**config.mk**
```make
export PLATFORM = sky130hd
export DESIGN_NAME = ram_bus_controller_flat
export DESIGN_NICKNAME = d
export VERILOG_FILES = /design/src/rtl/katp91_bus_pkg.sv /design/src/rtl/ram_bus_controller_if.sv /design/src/rtl/bus_phase_timer.sv /design/src/rtl/ram_bus_controller.sv /design/src/flat_wrapper.sv
export SDC_FILE = /design/constraint.sdc
export NUM_CORES = 1
export LEC_CHECK = 0
export ABC_CLOCK_PERIOD_IN_PS = 1650
export BUFFER_PORTS_ARGS = -buffer_cell sky130_fd_sc_hd__buf_2
export CAP_MARGIN = 10
export CELL_PAD_IN_SITES_DETAIL_PLACEMENT = 2
export CELL_PAD_IN_SITES_GLOBAL_PLACEMENT = 2
export CORE_UTILIZATION = 24
export DETAILED_ROUTE_END_ITERATION = 10
export HOLD_SLACK_MARGIN = 0.08
export PLACE_DENSITY_LB_ADDON = 0.1
export SLEW_MARGIN = 20
export SYNTH_ARGS = -nofsm -noshare
export SYNTH_HDL_FRONTEND = slang
export SYNTH_SLANG_ARGS = --single-unit
```
**constraint.sdc**
```tcl
create_clock -name clk -period 1.65 [get_ports clk]
set_clock_uncertainty 0.15 [all_clocks]
set_input_delay 0.165 -clock clk [delete_from_list [all_inputs] [get_ports clk]]
set_output_delay 0.165 -clock clk [all_outputs]
set_load 0.02 [all_outputs]
```
**src/rtl/katp91_bus_pkg.sv**
```systemverilog
// rtl/katp91_bus_pkg.sv - shared widths, RAM window limit and state encoding for the RAM bus controller
package katp91_bus_pkg;

    localparam int RAM_BUS_SIZE = 15;
    localparam int CPU_ADDR_W   = 16;
    localparam int DATA_W       = 8;
    localparam logic [CPU_ADDR_W-1:0] RAM_LIMIT = 16'h7FFF;

    typedef enum logic [2:0] {
        IDLE,
        SETUP,
        STROBE,
        HOLD,
        DONE,
        ERR
    } bus_state_t;

    function automatic logic in_ram(input logic [CPU_ADDR_W-1:0] addr);
        return addr <= RAM_LIMIT;
    endfunction

endpackage

```
**src/rtl/ram_bus_controller_if.sv**
```systemverilog
// rtl/ram_bus_controller_if.sv - CPU load/store handshake and asynchronous RAM pin bundle
interface ram_bus_controller_if;
    import katp91_bus_pkg::*;

    logic                    cpu_req;
    logic                    cpu_ready;
    logic                    cpu_we;
    logic [CPU_ADDR_W-1:0]   cpu_addr;
    logic [DATA_W-1:0]       cpu_wdata;
    logic [DATA_W-1:0]       cpu_rdata;
    logic                    cpu_ack;
    logic                    cpu_err;
    logic [RAM_BUS_SIZE-1:0] ram_addr;
    logic [DATA_W-1:0]       ram_wdata;
    logic                    ram_oe;
    logic [DATA_W-1:0]       ram_rdata;
    logic                    ram_r;
    logic                    ram_w;

    modport master (
        output cpu_req, cpu_we, cpu_addr, cpu_wdata, ram_rdata,
        input  cpu_ready, cpu_rdata, cpu_ack, cpu_err,
        input  ram_addr, ram_wdata, ram_oe, ram_r, ram_w
    );

    modport slave (
        input  cpu_req, cpu_we, cpu_addr, cpu_wdata, ram_rdata,
        output cpu_ready, cpu_rdata, cpu_ack, cpu_err,
        output ram_addr, ram_wdata, ram_oe, ram_r, ram_w
    );

endinterface

```
**src/rtl/bus_phase_timer.sv**
```systemverilog
// rtl/bus_phase_timer.sv - reloadable 3-bit down-counter flagging the last cycle of a bus phase
module bus_phase_timer (
    input  logic       clk,
    input  logic       rst,
    input  logic       load,
    input  logic [2:0] value,
    output logic       last
);

    logic [2:0] count;

    // Count holds the cycles left in the current phase, including this one; it parks at zero.
    always_ff @(posedge clk) begin
        if (rst) begin
            count <= 3'd0;
        end else if (load) begin
            count <= value;
        end else if (count != 3'd0) begin
            count <= count - 3'd1;
        end
    end

    assign last = (count == 3'd1);

endmodule

```
**src/rtl/ram_bus_controller.sv**
```systemverilog
// rtl/ram_bus_controller.sv - sequences setup/strobe/hold on the asynchronous RAM for one CPU access at a time
module ram_bus_controller
    import katp91_bus_pkg::*;
#(
    parameter int SETUP_CYCLES  = 1,
    parameter int STROBE_CYCLES = 1,
    parameter int HOLD_CYCLES   = 1
) (
    input  logic               clk,
    input  logic               rst,
    ram_bus_controller_if.slave bus
);

    localparam logic [2:0] SETUP_V  = 3'(SETUP_CYCLES);
    localparam logic [2:0] STROBE_V = 3'(STROBE_CYCLES);
    localparam logic [2:0] HOLD_V   = 3'(HOLD_CYCLES);

    bus_state_t state;
    logic       we_q;
    logic       accept;
    logic       tmr_load;
    logic [2:0] tmr_value;
    logic       tmr_last;

    assign accept = bus.cpu_req && bus.cpu_ready;

    // The timer is reloaded on the same edge that enters each timed phase.
    always_comb begin
        tmr_load  = 1'b0;
        tmr_value = 3'd0;
        case (state)
            IDLE: if (accept && in_ram(bus.cpu_addr)) begin
                tmr_load  = 1'b1;
                tmr_value = SETUP_V;
            end
            SETUP: if (tmr_last) begin
                tmr_load  = 1'b1;
                tmr_value = STROBE_V;
            end
            STROBE: if (tmr_last) begin
                tmr_load  = 1'b1;
                tmr_value = HOLD_V;
            end
            default: ;
        endcase
    end

    bus_phase_timer u_timer (
        .clk   (clk),
        .rst   (rst),
        .load  (tmr_load),
        .value (tmr_value),
        .last  (tmr_last)
    );

    always_ff @(posedge clk) begin
        if (rst) begin
            state         <= IDLE;
            we_q          <= 1'b0;
            bus.cpu_ready <= 1'b1;
            bus.cpu_ack   <= 1'b0;
            bus.cpu_err   <= 1'b0;
            bus.cpu_rdata <= '0;
            bus.ram_addr  <= '0;
            bus.ram_wdata <= '0;
            bus.ram_oe    <= 1'b0;
            bus.ram_r     <= 1'b0;
            bus.ram_w     <= 1'b0;
        end else begin
            bus.cpu_ack <= 1'b0;
            bus.cpu_err <= 1'b0;
            case (state)
                IDLE: if (accept) begin
                    bus.cpu_ready <= 1'b0;
                    if (in_ram(bus.cpu_addr)) begin
                        state         <= SETUP;
                        we_q          <= bus.cpu_we;
                        bus.ram_addr  <= bus.cpu_addr[RAM_BUS_SIZE-1:0];
                        bus.ram_wdata <= bus.cpu_wdata;
                        bus.ram_oe    <= bus.cpu_we;
                    end else begin
                        state       <= ERR;
                        bus.cpu_ack <= 1'b1;
                        bus.cpu_err <= 1'b1;
                    end
                end
                SETUP: if (tmr_last) begin
                    state     <= STROBE;
                    bus.ram_w <= we_q;
                    bus.ram_r <= !we_q;
                end
                STROBE: if (tmr_last) begin
                    state     <= HOLD;
                    bus.ram_w <= 1'b0;
                    bus.ram_r <= 1'b0;
                    if (!we_q) begin
                        bus.cpu_rdata <= bus.ram_rdata;
                    end
                end
                HOLD: if (tmr_last) begin
                    state       <= DONE;
                    bus.cpu_ack <= 1'b1;
                    bus.ram_oe  <= 1'b0;
                end
                DONE, ERR: begin
                    state         <= IDLE;
                    bus.cpu_ready <= 1'b1;
                end
                default: state <= IDLE;
            endcase
        end
    end

endmodule

```
**src/flat_wrapper.sv**
```systemverilog
// flat-port wrapper written by rule: the top's interface ports become plain ports
module ram_bus_controller_flat import katp91_bus_pkg::*;
#(
    parameter int SETUP_CYCLES  = 1,
    parameter int STROBE_CYCLES = 1,
    parameter int HOLD_CYCLES   = 1
)
  (clk, rst, bus_cpu_req, bus_cpu_we, bus_cpu_addr, bus_cpu_wdata, bus_ram_rdata, bus_cpu_ready, bus_cpu_rdata, bus_cpu_ack, bus_cpu_err, bus_ram_addr, bus_ram_wdata, bus_ram_oe, bus_ram_r, bus_ram_w);
  ram_bus_controller_if bus_i ();
  input  logic clk;
  input  logic rst;
  input wire logic [$bits(bus_i.cpu_req)-1:0] bus_cpu_req;
  input wire logic [$bits(bus_i.cpu_we)-1:0] bus_cpu_we;
  input wire logic [$bits(bus_i.cpu_addr)-1:0] bus_cpu_addr;
  input wire logic [$bits(bus_i.cpu_wdata)-1:0] bus_cpu_wdata;
  input wire logic [$bits(bus_i.ram_rdata)-1:0] bus_ram_rdata;
  output wire logic [$bits(bus_i.cpu_ready)-1:0] bus_cpu_ready;
  output wire logic [$bits(bus_i.cpu_rdata)-1:0] bus_cpu_rdata;
  output wire logic [$bits(bus_i.cpu_ack)-1:0] bus_cpu_ack;
  output wire logic [$bits(bus_i.cpu_err)-1:0] bus_cpu_err;
  output wire logic [$bits(bus_i.ram_addr)-1:0] bus_ram_addr;
  output wire logic [$bits(bus_i.ram_wdata)-1:0] bus_ram_wdata;
  output wire logic [$bits(bus_i.ram_oe)-1:0] bus_ram_oe;
  output wire logic [$bits(bus_i.ram_r)-1:0] bus_ram_r;
  output wire logic [$bits(bus_i.ram_w)-1:0] bus_ram_w;
  assign bus_i.cpu_req = bus_cpu_req;
  assign bus_i.cpu_we = bus_cpu_we;
  assign bus_i.cpu_addr = bus_cpu_addr;
  assign bus_i.cpu_wdata = bus_cpu_wdata;
  assign bus_i.ram_rdata = bus_ram_rdata;
  assign bus_cpu_ready = bus_i.cpu_ready;
  assign bus_cpu_rdata = bus_i.cpu_rdata;
  assign bus_cpu_ack = bus_i.cpu_ack;
  assign bus_cpu_err = bus_i.cpu_err;
  assign bus_ram_addr = bus_i.ram_addr;
  assign bus_ram_wdata = bus_i.ram_wdata;
  assign bus_ram_oe = bus_i.ram_oe;
  assign bus_ram_r = bus_i.ram_r;
  assign bus_ram_w = bus_i.ram_w;
  ram_bus_controller #(.SETUP_CYCLES(SETUP_CYCLES), .STROBE_CYCLES(STROBE_CYCLES), .HOLD_CYCLES(HOLD_CYCLES)) u_core (.clk(clk), .rst(rst), .bus(bus_i));
endmodule
```
# After elaboration in Yosys (flattened, before gate mapping)
# Cells that the tools add are included.
[classes]
n_addsub = 1
multipliers = 0
n_div = 0
magnitude_cmp = 1
eq_ne = 11
n_shift = 0
n_mux = 27
bitwise = 2
reduce_logical = 18
[ops]
columns = ["operator", "n"]
rows = [
  ["two-way mux 3 bit", 7],
  ["<= comparator 16 x 15 -> 1 bit (second input constant)", 1],
  ["two-way mux 1 bit", 12],
  ["one-hot mux 1 bit (2 select lines)", 6],
  ["one-hot mux 3 bit (4 select lines)", 1],
  ["inequality test 2 x 1 -> 1 bit (second input constant)", 5],
  ["AND reduction 3 bit", 3],
  ["AND reduction 4 bit", 2],
  ["nonzero test 2 bit", 4],
  ["equality test 3 x 1 -> 1 bit (second input constant)", 2],
  ["equality test 3 x 2 -> 1 bit (second input constant)", 2],
  ["equality test 3 bit (second input constant)", 2],
  ["one-hot mux 3 bit (2 select lines)", 1],
  ["OR reduction 2 bit", 3],
  ["zero test 3 bit", 1],
  ["nonzero test 3 bit", 1],
  ["subtractor 3 x 1 -> 3 bit (second input constant)", 1],
  ["logical AND 1 bit", 2],
  ["NOT 1 bit", 2],
  ["AND reduction 2 bit", 1],
  ["zero test 1 bit", 1],
]
[word_totals]
regBits = 44
latch_bits = 0
mem_bits_rw = 0
mem_bits_ro = 0
in_bits = 36
output_inout_bits = 37
wordCells = 72
memories = 0

# Longest topological paths before layout
[depth]
ltp_word = 5
ltp_mapped = 6
ltp_nobuf = 5

# Modules after synthesis
# Synthesis repeated with hierarchy kept, for this count alone.
[unflattened]
hier_cells = 217
area_unflattened_um2 = 1988.2
[by_module_without_submodules]
columns = ["module", "n_inst", "cells_each", "area_each_um2", "seq_area_each_um2"]
rows = [
  ["ram_bus_controller", 1, 194, 1764.2, 820.8],
  ["bus_phase_timer", 1, 23, 224.0, 60.1],
]

# Least setup slack after synthesis
# Ideal clock, no wire load.
[synth_path]
kind = "flip-flop to flip-flop"
startpoint = "register u_core.u_timer.count[1]"
endpoint = "register u_core.bus.ram_r"
setup_ps = 70
arrival_time_ps = 1589
t_required_ps = 1430
path_slack_ps = -160
path_stages_with_launch = 6
path_buffers = 0
period_less_slack_ps = 1810
cell_sequence = "dfxtp_1 inv_1 ha_1 or3b_4 or4_1 a21oi_1"
[synth_via]
elab_chain_cells = 3
elab_cells_between_ends = 4
classes_between = "eq/ne: 3; reduce/logical: 1"
[synth_rtl]
columns = ["element", "line_no", "rtl"]
rows = [
  ["start: declaration", "bus_phase_timer.sv:10", "logic [2:0] count;"],
  ["start signal: assignment", "bus_phase_timer.sv:17", "count <= value;"],
  ["start signal: assignment", "bus_phase_timer.sv:19", "count <= count - 3'd1;"],
  ["equality test 3 x 1 -> 1 bit *", "bus_phase_timer.sv:23", "assign last = (count == 3'd1);"],
  ["inequality test 2 x 1 -> 1 bit (no line)", "--", ""],
  ["AND reduction 3 bit (no line) *", "--", ""],
  ["end signal: assignment", "ram_bus_controller.sv:90", "bus.ram_r <= !we_q;"],
  ["end: declaration", "ram_bus_controller_if.sv:29", "output ram_addr, ram_wdata, ram_oe, ram_r, ram_w"],
]
# Every way passes the cells marked *; elsewhere a longest branch is shown, timed or not.
# A chain may end at the register's enable or synchronous reset.

# Worst setup path in the final report
# Same ends and word-level chain as after synthesis.

==> results.json <==
{
  "status": "complete, but fails checks",
  "violations": "negative setup slack",
  "pwr-share-clk": 0.206,
  "multi_input_area_sq_um": 940,
  "detailed_place_hpwl_microns": 4390,
  "dp_slack_ns": -0.123,
  "finalSetupViolations": 1,
  "dr.pass1.iters": 5,
  "drive_gt1_frac": 0.364,
  "synth_area_per_cell_sq_um": 8.56,
  "p_int_mw": 2.08,
  "fillers": 839,
  "cts_root_buffer": "clkbuf_8",
  "pwr-share-seq": 0.391,
  "gp_congestion": 0.690,
  "cts_buffers": 5,
  "drv_slew": 0,
  "overflow": 0,
  "crit_type": "reg2reg",
  "hold_violations": 0,
  "syn_area_sq_um": 1860,
  "grt_pass1_wl_microns": 11400,
  "cts_tree": "built",
  "synthTopCellsByArea": "dfxtp_1 (47%), a21oi_1 (9.4%), o21ai_0 (9.2%), nand3_1 (8.6%), clkbuf_1 (2.6%)",
  "io_pins": 73,
  "vias": 2059,
  "final.setup.tns_ns": -0.0950,
  "fin_crit_sh": 1.06,
  "synth.top_cells.by_count": "dfxtp_1 (44), a21oi_1 (35), o21ai_0 (34)",
  "path_clk_slew_ns": 0.08,
  "finalPower_mw": 3.17,
  "ant_nets": 0,
  "synth_nets": 256,
  "synth_top_area_cell": "dfxtp_1",
  "fin_nets": 374,
  "yosys_register_bits": 44,
  "netlist-cell-type-count": 39,
  "syn_inst": 217,
  "rsz0062_at_grt": "true",
  "cp_max_fo": 2,
  "clock_path_buffers": 2,
  "antenna_found_initial": 0,
  "maxCapViolCount": 0,
  "tightest_slew_ns": 0.301,
  "combPwrFrac": 0.403,
  "switchingPower_mw": 1.08,
  "p_per_area_nw_per_um2": 1060,
  "timing.fmax_mhz": 573,
  "fin_cells": 434,
  "cts_sinks": 44,
  "final.min_clock_period_ns": 1.75,
  "synth_edf_count": 0,
  "required_ns": 1.73,
  "worstHoldPathType": "in2reg",
  "diodes": 0,
  "worst_ep_arrival_time_ns": 1.83,
  "ys.flop_type": "dfxtp_1",
  "netSwitchingFraction": 0.342,
  "cp-start-kind": "flop",
  "drc": 0,
  "yosysWarnings": 0,
  "vdd_drop_max_v": 0.000364,
  "vias_per_cell": 4.74,
  "dp_cells": 388,
  "wl_per_cell_microns": 16.1,
  "synthArstFlopShare": 0,
  "finalCoreUtilization": 0.407,
  "clock_latency_ns": 0.29,
  "finalWorstSetupSlack_ns": -0.0950,
  "yosysSeqAreaShare": 0.474,
  "cp-end-kind": "flop",
  "drt_iter0_markers": 51,
  "die_h_microns": 90.0,
  "std_cell_rows": 31,
  "synth_top_area_share": 0.474,
  "routed_wl_microns": 6990,
  "coreArea_sq_um": 7370,
  "start_util": 0.252,
  "area_growth_pct": 61.5,
  "slew_headroom": 0.797,
  "synth.most_common_cell": "dfxtp_1",
  "grt_pass1_vias": 2214,
  "die_x_microns": 90.0,
  "grt_use_total": 0.176,
  "p_leak_nw": 1.28,
  "io_buffers": 72,
  "grt_max_degree": 26,
  "die_area_sq_um": 8090,
  "h-tree-depth": 2,
  "area.sequential_sq_um": 885
}
## worst max-delay path, cell delays in order (launching register included)
cell and delay (ns):
dfxtp_2 0.33, inv_2 0.07, ha_4 0.12, or3b_4 0.37
or4_4 0.52, a21oi_2 0.13
## logic make-up (layout without fill, tap and decap cells)
group / Yosys count / in the layout / share of synthesized area
xor+xnor: 4 / 4 / 0.0189
simple gates: 63 / 63 / 0.195
fa+ha+maj: 3 / 3 / 0.0202
buf+inv: 23 / 141 / 0.0532
compound gates: 79 / 79 / 0.232
flops: 44 / 44 / 0.474
mux: 1 / 1 / 0.00606
## cell usage in the layout (no fill, tap or decap), types with 3 or more instances in the layout
cell type,n
buf_2,72
dfxtp_1,41
dlygate4sd3_1,34
nand3_1,32
a21oi_1,32
o21ai_0,27
buf_4,18
o21ai_1,7
nand2_1,6
clkbuf_8,5
and3_1,4
nor2_1,4
nor3b_2,3
inv_1,3
xnor2_1,3
a21oi_2,3
buf_12,3
dfxtp_2,3
## flip-flops by register name, indices dropped and copies added, names as in the netlist, 3 cells and up
signal	cells
u_core.bus.ram_wdata	8
u_core.bus.cpu_rdata	8
u_core.state	3
u_core.bus.ram_addr	15
u_core.u_timer.count	3
## final timing paths
kind,startpoint,to,slack (ns),cells after the start
hold reg to reg,u_core.bus.ram_addr[2],u_core.bus.ram_addr[2],0.32,2
setup reg to reg,u_core.u_timer.count[1],u_core.bus.ram_r,-0.1,5
setup / recovery,u_core.u_timer.count[1],u_core.bus.ram_r,-0.1,5
hold / removal,bus_cpu_addr[15],u_core.bus.ram_oe,0.1,3
## routing by layer
metal | share of wire | GRT usage | vias up
li1 | - | - | 1015
met1 | 0.45 | 0.207 | 993
met2 | 0.50 | 0.328 | 47
met3 | 0.035 | 0.0338 | 4
met4 | 0.0079 | 0.0403 | 0
met5 | 0 | 0 | -
## area by class of cell
type,instances,area share
tap,99,0.0413
multi-input combinational,150,0.313
inverter,4,0.00501
clock inverter,1,0.00167
timing repair buffer,130,0.319
clock buffer,6,0.0242
sequential,44,0.295
## timing repair
action                                 CTS  global route
resized for setup                        3            16
hold buffers                            34             0
setup buffers                            2             1
gates cloned                             0             2
endpoints found under the hold margin   34             0
pin swaps                                3             4
setup endpoints to repair                2            25
## metrics by stage
stage          hold slack, ns  cell area [sq um]
2_1_floorplan           0.163               1870
3_3_place_gp            0.270               2470
3_5_place_dp            0.279               2470
4_1_cts                0.0850               2910
5_1_grt                 0.123               3000
6_report               0.0967               3000
## power by group through the flow
stage / registers (mW) / clock network, mW / logic, mW
6_report: 1.24 / 0.651 / 1.28
2_1_floorplan: 1.31 / 0 / 0.572
5_1_grt: 1.26 / 0.733 / 1.40
3_3_place_gp: 1.25 / 0 / 1.06
3_5_place_dp: 1.26 / 0 / 1.07
4_1_cts: 1.24 / 0.690 / 1.18
(Power assumes the default switching activity.)
